[src/rtl/fetch_pkg.sv]
// Shared widths and entry/mode types for the instruction prefetch queue.
package fetch_pkg;
  localparam int ADDR_W = 8;
  localparam int DATA_W = 32;

  typedef struct packed {
    logic [ADDR_W-1:0] pc;
    logic [DATA_W-1:0] ir;
  } fq_entry_t;

  typedef enum logic {FETCH = 1'b0, DISCARD = 1'b1} fq_mode_t;
endpackage

[src/rtl/fq_storage.sv]
// DEPTH-entry {pc, ir} register array: pc written at issue, ir at response, read at head.
module fq_storage
  import fetch_pkg::*;
#(
  parameter int DEPTH = 4,
  parameter int IW    = $clog2(DEPTH)
) (
  input  logic              clk,
  input  logic              reset,
  input  logic              pc_we,
  input  logic [IW-1:0]     pc_waddr,
  input  logic [ADDR_W-1:0] pc_wdata,
  input  logic              ir_we,
  input  logic [IW-1:0]     ir_waddr,
  input  logic [DATA_W-1:0] ir_wdata,
  input  logic [IW-1:0]     raddr,
  output fq_entry_t         rdata
);
  fq_entry_t mem [DEPTH];

  // Entries clear on reset so the idle head reads ir=0, pc=0.
  always_ff @(posedge clk or negedge reset) begin
    if (!reset) begin
      for (int i = 0; i < DEPTH; i++) mem[i] <= '0;
    end else begin
      if (pc_we) mem[pc_waddr].pc <= pc_wdata;
      if (ir_we) mem[ir_waddr].ir <= ir_wdata;
    end
  end

  assign rdata = mem[raddr];
endmodule

[src/rtl/fetch_queue.sv]
// Instruction prefetch queue: owns fetch PC, issues in-order reads, buffers returns,
// and flushes on redirect while counting in-flight responses to discard.
module fetch_queue
  import fetch_pkg::*;
#(
  parameter  int DEPTH = 4,
  localparam int PW    = $clog2(DEPTH) + 1
) (
  input  logic              clk,
  input  logic              reset,
  input  logic              redirect,
  input  logic [ADDR_W-1:0] redirect_pc,
  output logic              imem_req_valid,
  output logic [ADDR_W-1:0] imem_req_addr,
  input  logic              imem_req_ready,
  input  logic              imem_rsp_valid,
  input  logic [DATA_W-1:0] imem_rsp_data,
  output logic              out_valid,
  input  logic              out_ready,
  output logic [DATA_W-1:0] out_ir,
  output logic [ADDR_W-1:0] out_pc_p1,
  output logic [PW-1:0]     occupancy
);
  localparam int IW = PW - 1;

  logic [PW-1:0]     alloc, fill, rd, drop_cnt;
  logic [ADDR_W-1:0] fetch_pc;
  logic [PW-1:0]     in_flight;
  logic [PW:0]       committed;
  fq_mode_t          mode;
  logic              issue, rsp_drop, rsp_fill, deq;
  fq_entry_t         head;

  assign in_flight = alloc - fill;
  assign occupancy = alloc - rd;
  // Stale requests still owed by memory count against the outstanding limit.
  assign committed = {1'b0, occupancy} + {1'b0, drop_cnt};
  assign mode      = (drop_cnt != '0) ? DISCARD : FETCH;

  assign imem_req_valid = (committed < (PW+1)'(DEPTH)) && !redirect;
  assign imem_req_addr  = fetch_pc;
  assign issue          = imem_req_valid && imem_req_ready;
  assign rsp_drop       = imem_rsp_valid && (mode == DISCARD);
  assign rsp_fill       = imem_rsp_valid && (mode == FETCH) && (in_flight != '0);

  assign out_valid = (rd != fill);
  assign deq       = out_valid && out_ready;
  assign out_ir    = head.ir;
  assign out_pc_p1 = head.pc + ADDR_W'(1);

  always_ff @(posedge clk or negedge reset) begin
    if (!reset) begin
      alloc    <= '0;
      fill     <= '0;
      rd       <= '0;
      drop_cnt <= '0;
      fetch_pc <= '0;
    end else if (redirect) begin
      alloc    <= '0;
      fill     <= '0;
      rd       <= '0;
      fetch_pc <= redirect_pc;
      // Everything in flight becomes stale; a response arriving now is already accounted.
      drop_cnt <= drop_cnt + in_flight - PW'(rsp_drop || rsp_fill);
    end else begin
      if (issue) begin
        alloc    <= alloc + PW'(1);
        fetch_pc <= fetch_pc + ADDR_W'(1);
      end
      if (rsp_drop) drop_cnt <= drop_cnt - PW'(1);
      if (rsp_fill) fill <= fill + PW'(1);
      if (deq)      rd   <= rd + PW'(1);
    end
  end

  fq_storage #(.DEPTH(DEPTH), .IW(IW)) u_storage (
    .clk      (clk),
    .reset    (reset),
    .pc_we    (issue),
    .pc_waddr (alloc[IW-1:0]),
    .pc_wdata (fetch_pc),
    .ir_we    (rsp_fill && !redirect),
    .ir_waddr (fill[IW-1:0]),
    .ir_wdata (imem_rsp_data),
    .raddr    (rd[IW-1:0]),
    .rdata    (head)
  );
endmodule

[config.mk]
export PLATFORM = sky130hd
export DESIGN_NAME = fetch_queue
export DESIGN_NICKNAME = d
export VERILOG_FILES = /design/src/rtl/fetch_pkg.sv /design/src/rtl/fq_storage.sv /design/src/rtl/fetch_queue.sv
export SDC_FILE = /design/constraint.sdc
export NUM_CORES = 1
export LEC_CHECK = 0
export CAP_MARGIN = 20
export CORE_UTILIZATION = 51
export CTS_BUF_LIST = sky130_fd_sc_hd__clkbuf_16
export CTS_CLUSTER_SIZE = 28
export DETAILED_ROUTE_END_ITERATION = 8
export PLACE_DENSITY = 0.75
export SYNTH_ARGS = -nofsm -noshare
export SYNTH_HDL_FRONTEND = slang
export SYNTH_SLANG_ARGS = --single-unit
[constraint.sdc]
create_clock -name clk -period 4 [get_ports clk]
set_input_delay 1 -clock clk [delete_from_list [all_inputs] [get_ports clk]]
set_output_delay 1 -clock clk [all_outputs]
set_load 0.05 [all_outputs]
==> results of run 1 <==
## worst paths after layout
path                                       to  cells past startpoint               from
hold reg to reg             u_storage.mem[19]                      1  u_storage.mem[19]
setup reg to reg            u_storage.mem[76]                     12           alloc[0]
min in group asynchronous    imem_req_addr[6]                      1              reset
hold / removal              u_storage.mem[19]                      1  u_storage.mem[19]
setup / recovery               imem_req_valid                     10           alloc[0]
max in group asynchronous  u_storage.mem[119]                      2              reset
## power by group through the flow
stage / clock (mW) / sequential, mW / combinational [mW]
after floorplan: 0 / 2.35 / 1.85
after global placement: 0 / 2.36 / 2.64
after detailed placement: 0 / 2.38 / 2.69
after CTS: 1.55 / 2.35 / 2.71
after global routing: 1.62 / 2.40 / 2.84
final: 1.51 / 2.35 / 2.69
## final cells by class
| type | count | area, um2 | share of cell area [%] |
|---|---|---|---|
| flip-flops and latches | 180 | 4507 | 43.77 |
| multi-input cells | 328 | 3839 | 37.28 |
| repair buffers | 107 | 1090 | 10.58 |
| clock inverters | 13 | 101.3 | 0.9843 |
| well taps | 216 | 270.3 | 2.625 |
| clock buffers | 17 | 425.4 | 4.132 |
| inverters | 17 | 63.81 | 0.6198 |
## per-layer routing
metal,vias up,global-route usage (%),wire (um)
li1,2229,-,-
met1,2607,27.41,7456
met2,109,36.86,9071
met3,28,6.366,839
met4,0,7.235,306
met5,-,0,0
## cell families (layout without fill, tap and decap cells)
kind of cell / after synthesis / count (layout) / share of synthesized area [%]
buffers and inverters: 44 / 154 / 3.026
muxes: 205 / 205 / 32.53
adders and majority gates: 23 / 23 / 3.626
and+or+nand+nor: 55 / 55 / 3.714
AOI/OAI and AO/OA: 26 / 26 / 2.354
DFF: 180 / 180 / 52.63
xor gates and xnor gates: 19 / 19 / 2.120
## state kept, by name (all words and copies together) (netlist names)
name           count
alloc              3
drop_cnt           3
fill               3
imem_req_addr      8
rd                 3
u_storage.mem    160
## stage by stage
step / util (%) / hold WS, ns / std cells / power (mW) / instance area, um2
final: 63.89 / 0.5030 / 878 / 6.554 / 10300
after global routing: 63.89 / 0.5176 / 878 / 6.861 / 10300
after CTS: 63.84 / 0.5049 / 877 / 6.617 / 10290
after detailed placement: 60.47 / 0.4885 / 847 / 5.075 / 9746
after global placement: 60.47 / 0.4811 / 847 / 4.991 / 9746
after floorplan: - / 0.4608 / 552 / 4.203 / 8592
## cells in the final DEF, fill, tap and decap left out, types with 4 or more instances in the layout
| cell | n |
|---|---|
| a221o_1 | 4 |
| xor2_1 | 7 |
| buf_12 | 5 |
| nor2_1 | 11 |
| ha_1 | 20 |
| clkdlybuf4s50_1 | 88 |
| buf_4 | 13 |
| inv_6 | 5 |
| dfrtp_1 | 178 |
| clkbuf_16 | 17 |
| mux2i_1 | 4 |
| mux4_2 | 40 |
| mux2_4 | 8 |
| nand3_1 | 6 |
| nand3_4 | 4 |
| inv_1 | 15 |
| mux2_2 | 153 |
| o21ai_0 | 6 |
| nand2_1 | 17 |
| xnor2_1 | 9 |
## cells in the mapped netlist, types with 2 or more instances
cell type and instances:
inv_1 16, buf_1 2, fa_1 3, buf_6 12, nand2_1 17, o31ai_1 3
o21ai_0 6, o21bai_1 3, or3_1 2, buf_2 3, nand2b_1 2, mux2i_1 4
a221o_1 4, mux2_4 8, clkbuf_1 10, xnor2_1 10, mux2_2 153, mux4_2 40
nand3_4 4, and2_1 3, ha_1 20, nor2_1 11, xor2_1 8, nand3_1 6
a21oi_1 3, a31oi_1 2, dfrtp_1 180, nor4_1 3, nand4_1 2
## worst reg2reg max path, stage by stage (launching register included)
cell     delay (ns)
dfrtp_1        0.43
inv_2          0.11
ha_1           0.14
inv_1          0.04
fa_1           0.39
xor2_2         0.25
xnor2_4        0.17
ha_1           0.28
nor4_4         0.25
buf_4          0.17
and3_1         0.37
nand2_1        0.35
mux2_2         0.38
## what timing repair did
item                       CTS  global route
pin swaps                    1             1
setup endpoints to repair    1             1
gates resized for setup      2             1
buffers inserted             0             1
==> metrics.cfg, run 1 <==
[outcome]
run_status = completed

[synth]
syn_nets = 621
synth-main-ff-cell = dfrtp_1
syn_area_um2 = 8558
synthDistinctLibCells = 41
async_flop_share_pct = 100.0
synth_top_area_share_pct = 52.63
yosysTopAreaCell = dfrtp_1
ys_ff_latch = 180
ys_seq_area_share_pct = 52.63
syn_inst = 552
synth_area_leaders = dfrtp_1 53%, mux2_2 20%, mux4_2 11%
yosys_warnings = 0
syn_avg_cell_area_um2 = 15.50
synth_edf_count = 0

[floorplanning]
die_w_um = 131.5
core_area_um2 = 16120
ios = 99
die_h_um = 131.5
rows = 46
die_area_um2 = 17300
start_util_pct = 53.11

[critical_path]
critPathBufInv = 3
worstPathArrival_ns = 2.82
worstSetupEndpointType = output port
crit_type = register to output port
critPathSlowestCell = dfrtp_1
worstPathMaxFanout = 5
required_ns = 3.00
worstSetupStartpointType = register
max_stage_delay_ns = 0.43
critical_path.cell_chain = inv_2 -> ha_1 -> inv_1 -> fa_1 -> xor2_2 -> xnor2_4 -> ha_1 -> nor4_4 -> and2_4 -> buf_12
worst_path_most_repeated_cell = ha_1
cpLargestDelayFamily = adder cells
r2r_slack_ns = 0.53

[finish]
final_nets = 720
n_antenna_cell = 0
drive_above_1_share_pct = 39.73
area_growth_syn_to_layout_pct = 20.31
num-fill-cells = 1194

[placed_design]
finalWeightedCongestion = 0.7531
place_ws_ns = 0.3396
dp_hpwl_mm = 11.57
io_buffers = 98

[global_routing]
grt_max_degree = 82
grt_first_pass_wirelength_mm = 29.44
grt_pass1_vias = 5703
antenna_found_initial = 0
grt.total_usage_pct = 22.02
globalRouteOverflowTotal = 0

[route]
post_drt_via_cell_ratio = 5.664
first_pass_iters = 4
routedWlPerCell_um = 20.13
drc_errors = 0
first_iter_violations = 239
drtAntennaViolNets = 0
routed_wl_mm = 17.67
via_count = 4973

[pwr]
p_per_area_nw_per_um2 = 636.5
net-switching-power_mw = 2.476
pwr-share-seq_pct = 35.9
pwr-share-clk_pct = 23.1
vdd_drop_max_mv = 0.3392
comb_power_share_pct = 41.0
switching_share_pct = 37.78
p_leak_nw = 4.800
p_int_mw = 4.078

[timing]
relSlewSlack_pct = 49.75
fin_crit_ns = 3.822
report.final.slew_viol_count = 0
finalCritPeriodShare_pct = 95.56
rsz0062_at_grt = false
max_freq_mhz = 261.6
setup_tns_ns = 0
worst_slack_ns = 0.1778
setup-violations-final = 0
skew_ns = 0.01491
worst_pin_slew_ns = 0.7537
finalHoldViolCount = 0

[min_path]
hp-class = register to register

[cts]
cts_buffers = 17
cts_sinks = 180
insertion_delay_ns = 0.42
cts_tree = built
htree_num_levels = 4
clockBufferDepth = 2
ctsHoldBuffers = 0
clockRootBuffer = clkbuf_16
path_clk_slew_ns = 0.07

[job]
maxCapViolations = 0

Power figures use the tool's default switching activity.
==> run 2: changes to the inputs <==
--- a/config.mk
+++ b/config.mk
@@ -6,6 +6,7 @@
 export NUM_CORES = 1
 export LEC_CHECK = 0
 export CAP_MARGIN = 20
+export CORE_MARGIN = 10
 export CORE_UTILIZATION = 51
 export CTS_BUF_LIST = sky130_fd_sc_hd__clkbuf_16
 export CTS_CLUSTER_SIZE = 28
==> run 2 against run 1 <==
Against the previous run: maximum frequency down 1.5%; combinational power about the same; sequential share of layout area barely moved; worst hold slack got worse by 0.0029 ns; non-clock buffer count rose by 2; worst setup slack lost 0.060 ns; clock skew is 0.0045 ns lower; sequential cell count is the same; routed wire length up 3.3%; power grew 0.38%; die area increased by 29%.
==> metrics.cfg, run 2 (synthesis results as in run 1) <==
[finish]
largest_reg_flops = 160
stdcell_count = 885
area_growth_syn_to_layout_pct = 20.23
n_antenna_cell = 0
postLayoutCoreUtil_pct = 62.27
drive_above_1_share_pct = 38.80
largest-register = u_storage.mem
final_nets = 722
mostFrequentLayoutCell = dfrtp_1
mostFrequentLayoutCells = 178 x dfrtp_1, 153 x mux2_2, 89 x clkdlybuf4s50_1, 40 x mux4_2, 20 x ha_1

[timing]
relSlewSlack_pct = 53.77
finalHoldViolCount = 0
report.final.slew_viol_count = 0
rsz0062_at_grt = false
skew_ns = 0.01040
finalCritPeriodShare_pct = 97.06
worst_pin_slew_ns = 0.6935
max_freq_mhz = 257.6
fin_crit_ns = 3.882
worst_slack_ns = 0.1177
setup_tns_ns = 0
setup-violations-final = 0
hold_slack_ns = 0.5001

[route]
routedWlPerCell_um = 20.62
drc_errors = 0
first_iter_violations = 214
drtAntennaViolNets = 0
post_drt_via_cell_ratio = 5.610
first_pass_iters = 4
via_count = 4965
routed_wl_mm = 18.25

[floorplanning]
die_w_um = 149.5
die_area_um2 = 22360
start_util_pct = 51.79
die_h_um = 149.5
core_area_um2 = 16520
rows = 47
ios = 99

[global_routing]
grt_first_pass_wirelength_mm = 29.87
use_met2_pct = 29.41
globalRouteOverflowTotal = 0
grt.total_usage_pct = 16.99
antenna_found_initial = 0
grt_max_degree = 69
use_met1_pct = 20.49
grt.busiest_layer = met2
grt_pass1_vias = 5625
grt_use_met3_pct = 4.559

[cts]
cts_tree = built
cts_buffers = 17
insertion_delay_ns = 0.42
path_clk_slew_ns = 0.06
clockBufferDepth = 2
ctsHoldBuffers = 0
clockRootBuffer = clkbuf_16
htree_num_levels = 4
cts_sinks = 180

[pwr]
vdd_drop_max_mv = 0.4195
p_leak_nw = 4.816
comb_power_share_pct = 40.5
p_int_mw = 4.161
net-switching-power_mw = 2.418
p_per_area_nw_per_um2 = 639.4
pwr-share-clk_pct = 23.8
pwr-share-seq_pct = 35.7
switching_share_pct = 36.76

[outcome]
run_status = completed

[placed_design]
place_ws_ns = 0.2132
io_buffers = 98
post-place-cells = 852
finalWeightedCongestion = 0.8182
dp_hpwl_mm = 12.02

[critical_path]
worstPathArrival_ns = 2.88
crit_type = register to output port
worstPathMaxFanout = 4
required_ns = 3.00
worstSetupStartpointType = register
worstSetupEndpointType = output port

[job]
maxCapViolations = 0

[min_path]
hp-class = register to register

run 2: cell types whose count changed in the layout (fill, tap and decap cells not counted):
cell and change:
clkinv_1 +4, clkinv_4 -2, clkinvlp_4 -1, clkdlybuf4s50_1 +1, clkinv_2 -1, inv_6 -4, bufinv_16 +2, inv_1 +3
buf_4 +5, buf_12 -4
run 2: power groups by stage:
stage | sequential [mW] | clock (mW) | combinational [mW]
after floorplan | 2.35 | 0 | 1.85
after global placement | 2.34 | 0 | 2.62
after detailed placement | 2.38 | 0 | 2.67
after CTS | 2.35 | 1.60 | 2.69
after global routing | 2.39 | 1.69 | 2.82
final | 2.35 | 1.57 | 2.67
run 2: critical path, stage by stage, from the launching register on:
cell,delay [ns]
dfrtp_1,0.40
inv_2,0.10
ha_1,0.14
inv_1,0.04
fa_1,0.41
xor2_2,0.27
xnor2_4,0.15
ha_1,0.27
nor4_4,0.33
and2_4,0.21
buf_12,0.13
run 2: final timing paths:
check | start | endpoint | slack [ns] | depth (start not counted)
setup / recovery | alloc[0] | imem_req_valid | 0.12 | 10
hold / removal | u_storage.mem[9] | u_storage.mem[9] | 0.50 | 1
setup reg to reg | alloc[0] | u_storage.mem[38] | 0.36 | 12
hold reg to reg | u_storage.mem[9] | u_storage.mem[9] | 0.50 | 1
max in group asynchronous | reset | u_storage.mem[23] | 2.55 | 2
min in group asynchronous | reset | drop_cnt[2] | 0.56 | 1
run 2: layout make-up:
class,instances,area [um2]
clock buffer,17,425.4
clock inverter,14,122.6
fill,1213,6235
inverter,17,63.81
multi-input combinational,328,3839
sequential,180,4507
tap,220,275.3
timing repair buffer,109,1057
run 2: timing repair:
action	in CTS	in global routing
gates resized for setup	2	1
setup buffers	0	2
setup endpoints to repair	1	1
pin swaps	1	1
run 2: routing by layer:
layer	wire, um	vias up	part of all wire [%]
met5	0	-	0
met4	179	0	0.98
met3	907	18	5.0
met2	9327	106	51
met1	7834	2605	43
li1	-	2236	-
run 2: per-stage QoR:
step | power, mW | cell area (um2)
2_1_floorplan | 4.203 | 8592
3_3_place_gp | 4.967 | 9711
3_5_place_dp | 5.048 | 9711
4_1_cts | 6.635 | 10270
5_1_grt | 6.896 | 10290
6_report | 6.579 | 10290
==> run 3: changes to the inputs <==
--- a/config.mk
+++ b/config.mk
@@ -7,11 +7,11 @@
 export LEC_CHECK = 0
 export CAP_MARGIN = 20
 export CORE_MARGIN = 10
-export CORE_UTILIZATION = 51
+export CORE_UTILIZATION = 61
 export CTS_BUF_LIST = sky130_fd_sc_hd__clkbuf_16
 export CTS_CLUSTER_SIZE = 28
 export DETAILED_ROUTE_END_ITERATION = 8
-export PLACE_DENSITY = 0.75
+export PLACE_DENSITY = 0.84
 export SYNTH_ARGS = -nofsm -noshare
 export SYNTH_HDL_FRONTEND = slang
 export SYNTH_SLANG_ARGS = --single-unit
==> constraint.sdc (replaced) <==
create_clock -name clk -period 4.85 [get_ports clk]
set_input_delay 1.2125 -clock clk [delete_from_list [all_inputs] [get_ports clk]]
set_output_delay 1.2125 -clock clk [all_outputs]
set_load 0.05 [all_outputs]
==> run 3 against run 2 <==
Against the previous run: clock power down 17%; final area down 0.38%; clock skew down 0.00094 ns; die area down 14%; critical path type unchanged; core utilization up 12 points; cell count down 4.9%; highest routed layer unchanged; largest cell class unchanged.
==> metrics.cfg, run 3 (synthesis results as in run 1) <==
[min_path]
hp-start = u_storage.mem[2]
hp-class = register to register

[timing]
hold_slack_ns = 0.4994
worst_pin_slew_ns = 0.6721
finalCritPeriodShare_pct = 90.83
relSlewSlack_pct = 54.99
skew_ns = 0.009461
setup_tns_ns = 0
fin_crit_ns = 4.405
rsz0062_at_grt = false
setup-violations-final = 0
report.final.slew_viol_count = 0
finalHoldViolCount = 0
max_freq_mhz = 227.0

[critical_path]
worstSetupEndpointType = output port
worstSetupStartpointType = register
worstPathArrival_ns = 3.19
required_ns = 3.64
r2r_start = alloc[0]
worstPathMaxFanout = 5
cp-startpoint = alloc[0]
crit_type = register to output port

[floorplanning]
start_util_pct = 61.89
ios = 99
die_w_um = 138.4
core_area_um2 = 13830
rows = 43
die_area_um2 = 19170
die_h_um = 138.4

[cts]
cts_resized = 0
clockRootBuffer = clkbuf_16
insertion_delay_ns = 0.43
cts_sinks = 180
htree_num_levels = 4
cts_buffers = 17
clockBufferDepth = 2
ctsHoldBuffers = 0
post_cts_buffers = 0
cts_tree = built
path_clk_slew_ns = 0.07

[route]
drc_errors = 0
via_count = 5074
first_pass_iters = 4
routedWlPerCell_um = 21.57
first_iter_violations = 295
met1Wirelength_mm = 7.610
wl_met2_mm = 9.293
drtAntennaViolNets = 0
post_drt_via_cell_ratio = 6.026
top_layer_used = met4
dr_wl_met3_mm = 1.067
routed_wl_mm = 18.16

[finish]
final_nets = 720
postLayoutCoreUtil_pct = 74.14
largest-register = u_storage.mem
mostFrequentLayoutCell = dfrtp_1
largest_reg_flops = 160
mostFrequentLayoutCells = 178 x dfrtp_1, 153 x mux2_2, 96 x clkdlybuf4s50_1, 40 x mux4_2, 20 x ha_1
fin_area_um2 = 10250
n_antenna_cell = 0
num-fill-cells = 817
area_growth_syn_to_layout_pct = 19.78
drive_above_1_share_pct = 37.76

[pwr]
total_power_mw = 5.443
p_per_area_nw_per_um2 = 531.0
vdd_drop_max_mv = 0.3863
p_leak_nw = 4.793

[global_routing]
grt_pass1_vias = 5727
grt.total_usage_pct = 19.56
grt_first_pass_wirelength_mm = 30.15
globalRouteOverflowTotal = 0
grt_max_degree = 120
antenna_found_initial = 0

[placed_design]
io_buffers = 98
dp_hpwl_mm = 11.82
placed_cell_area_um2 = 9674
finalWeightedCongestion = 0.8434

[job]
maxCapViolations = 0

[outcome]
run_status = completed

[run 3: cell count changes in the layout (fill, tap and decap cells not counted), sizes merged]
cell and change:
bufinv -1, clkinvlp +1, inv +2, buf -9, clkinv -3, clkdlybuf4s50 +7
[run 3: stage by stage]
step                instances  setup WS, ns
floorplan                 552       0.06472
global placement          811         1.001
detailed placement        811        0.8708
CTS                       841        0.4176
global route              842        0.1622
finish                    842        0.4446
[run 3: critical path, cell delays in order, from the launching register on]
cell and delay (ns):
dfrtp_1 0.42, inv_1 0.15, ha_1 0.17, inv_1 0.05, fa_1 0.37, xor2_1 0.35
xnor2_4 0.16, ha_1 0.25, nor4_1 0.47, and2_1 0.25, buf_12 0.14
[run 3: final timing paths]
path                                           end  slack, ns  cells after the start
worst max-delay path                imem_req_valid       0.44                     10
worst min-delay path              u_storage.mem[2]       0.50                      1
worst max register to register   u_storage.mem[34]       1.11                     11
worst min register to register    u_storage.mem[2]       0.50                      1
max in group asynchronous       u_storage.mem[142]       3.43                      2
min in group asynchronous         imem_req_addr[4]       0.70                      1
[run 3: power breakdown]
| part | internal [mW] | total [mW] | switching, mW |
|---|---|---|---|
| sequential | 1.77 | 1.94 | 0.177 |
| combinational | 0.919 | 2.19 | 1.28 |
| clock | 0.710 | 1.31 | 0.596 |
[run 3: area by class of cell]
class / instances / area, um2 / share of cell area (%)
clock buffers: 17 / 425.4 / 4.150
well taps: 180 / 225.2 / 2.197
multi-input cells: 328 / 3814 / 37.20
repair buffers: 107 / 1092 / 10.66
clock inverters: 13 / 123.9 / 1.208
inverters: 17 / 63.81 / 0.6225
flip-flops and latches: 180 / 4507 / 43.96
[run 3: per-layer routing]
metal  vias to the layer above  global-route usage (%)
li1                       2227                       -
met1                      2682                   24.57
met2                       145                   32.51
met3                        20                   5.479
met4                         0                   5.438
met5                         -                       0
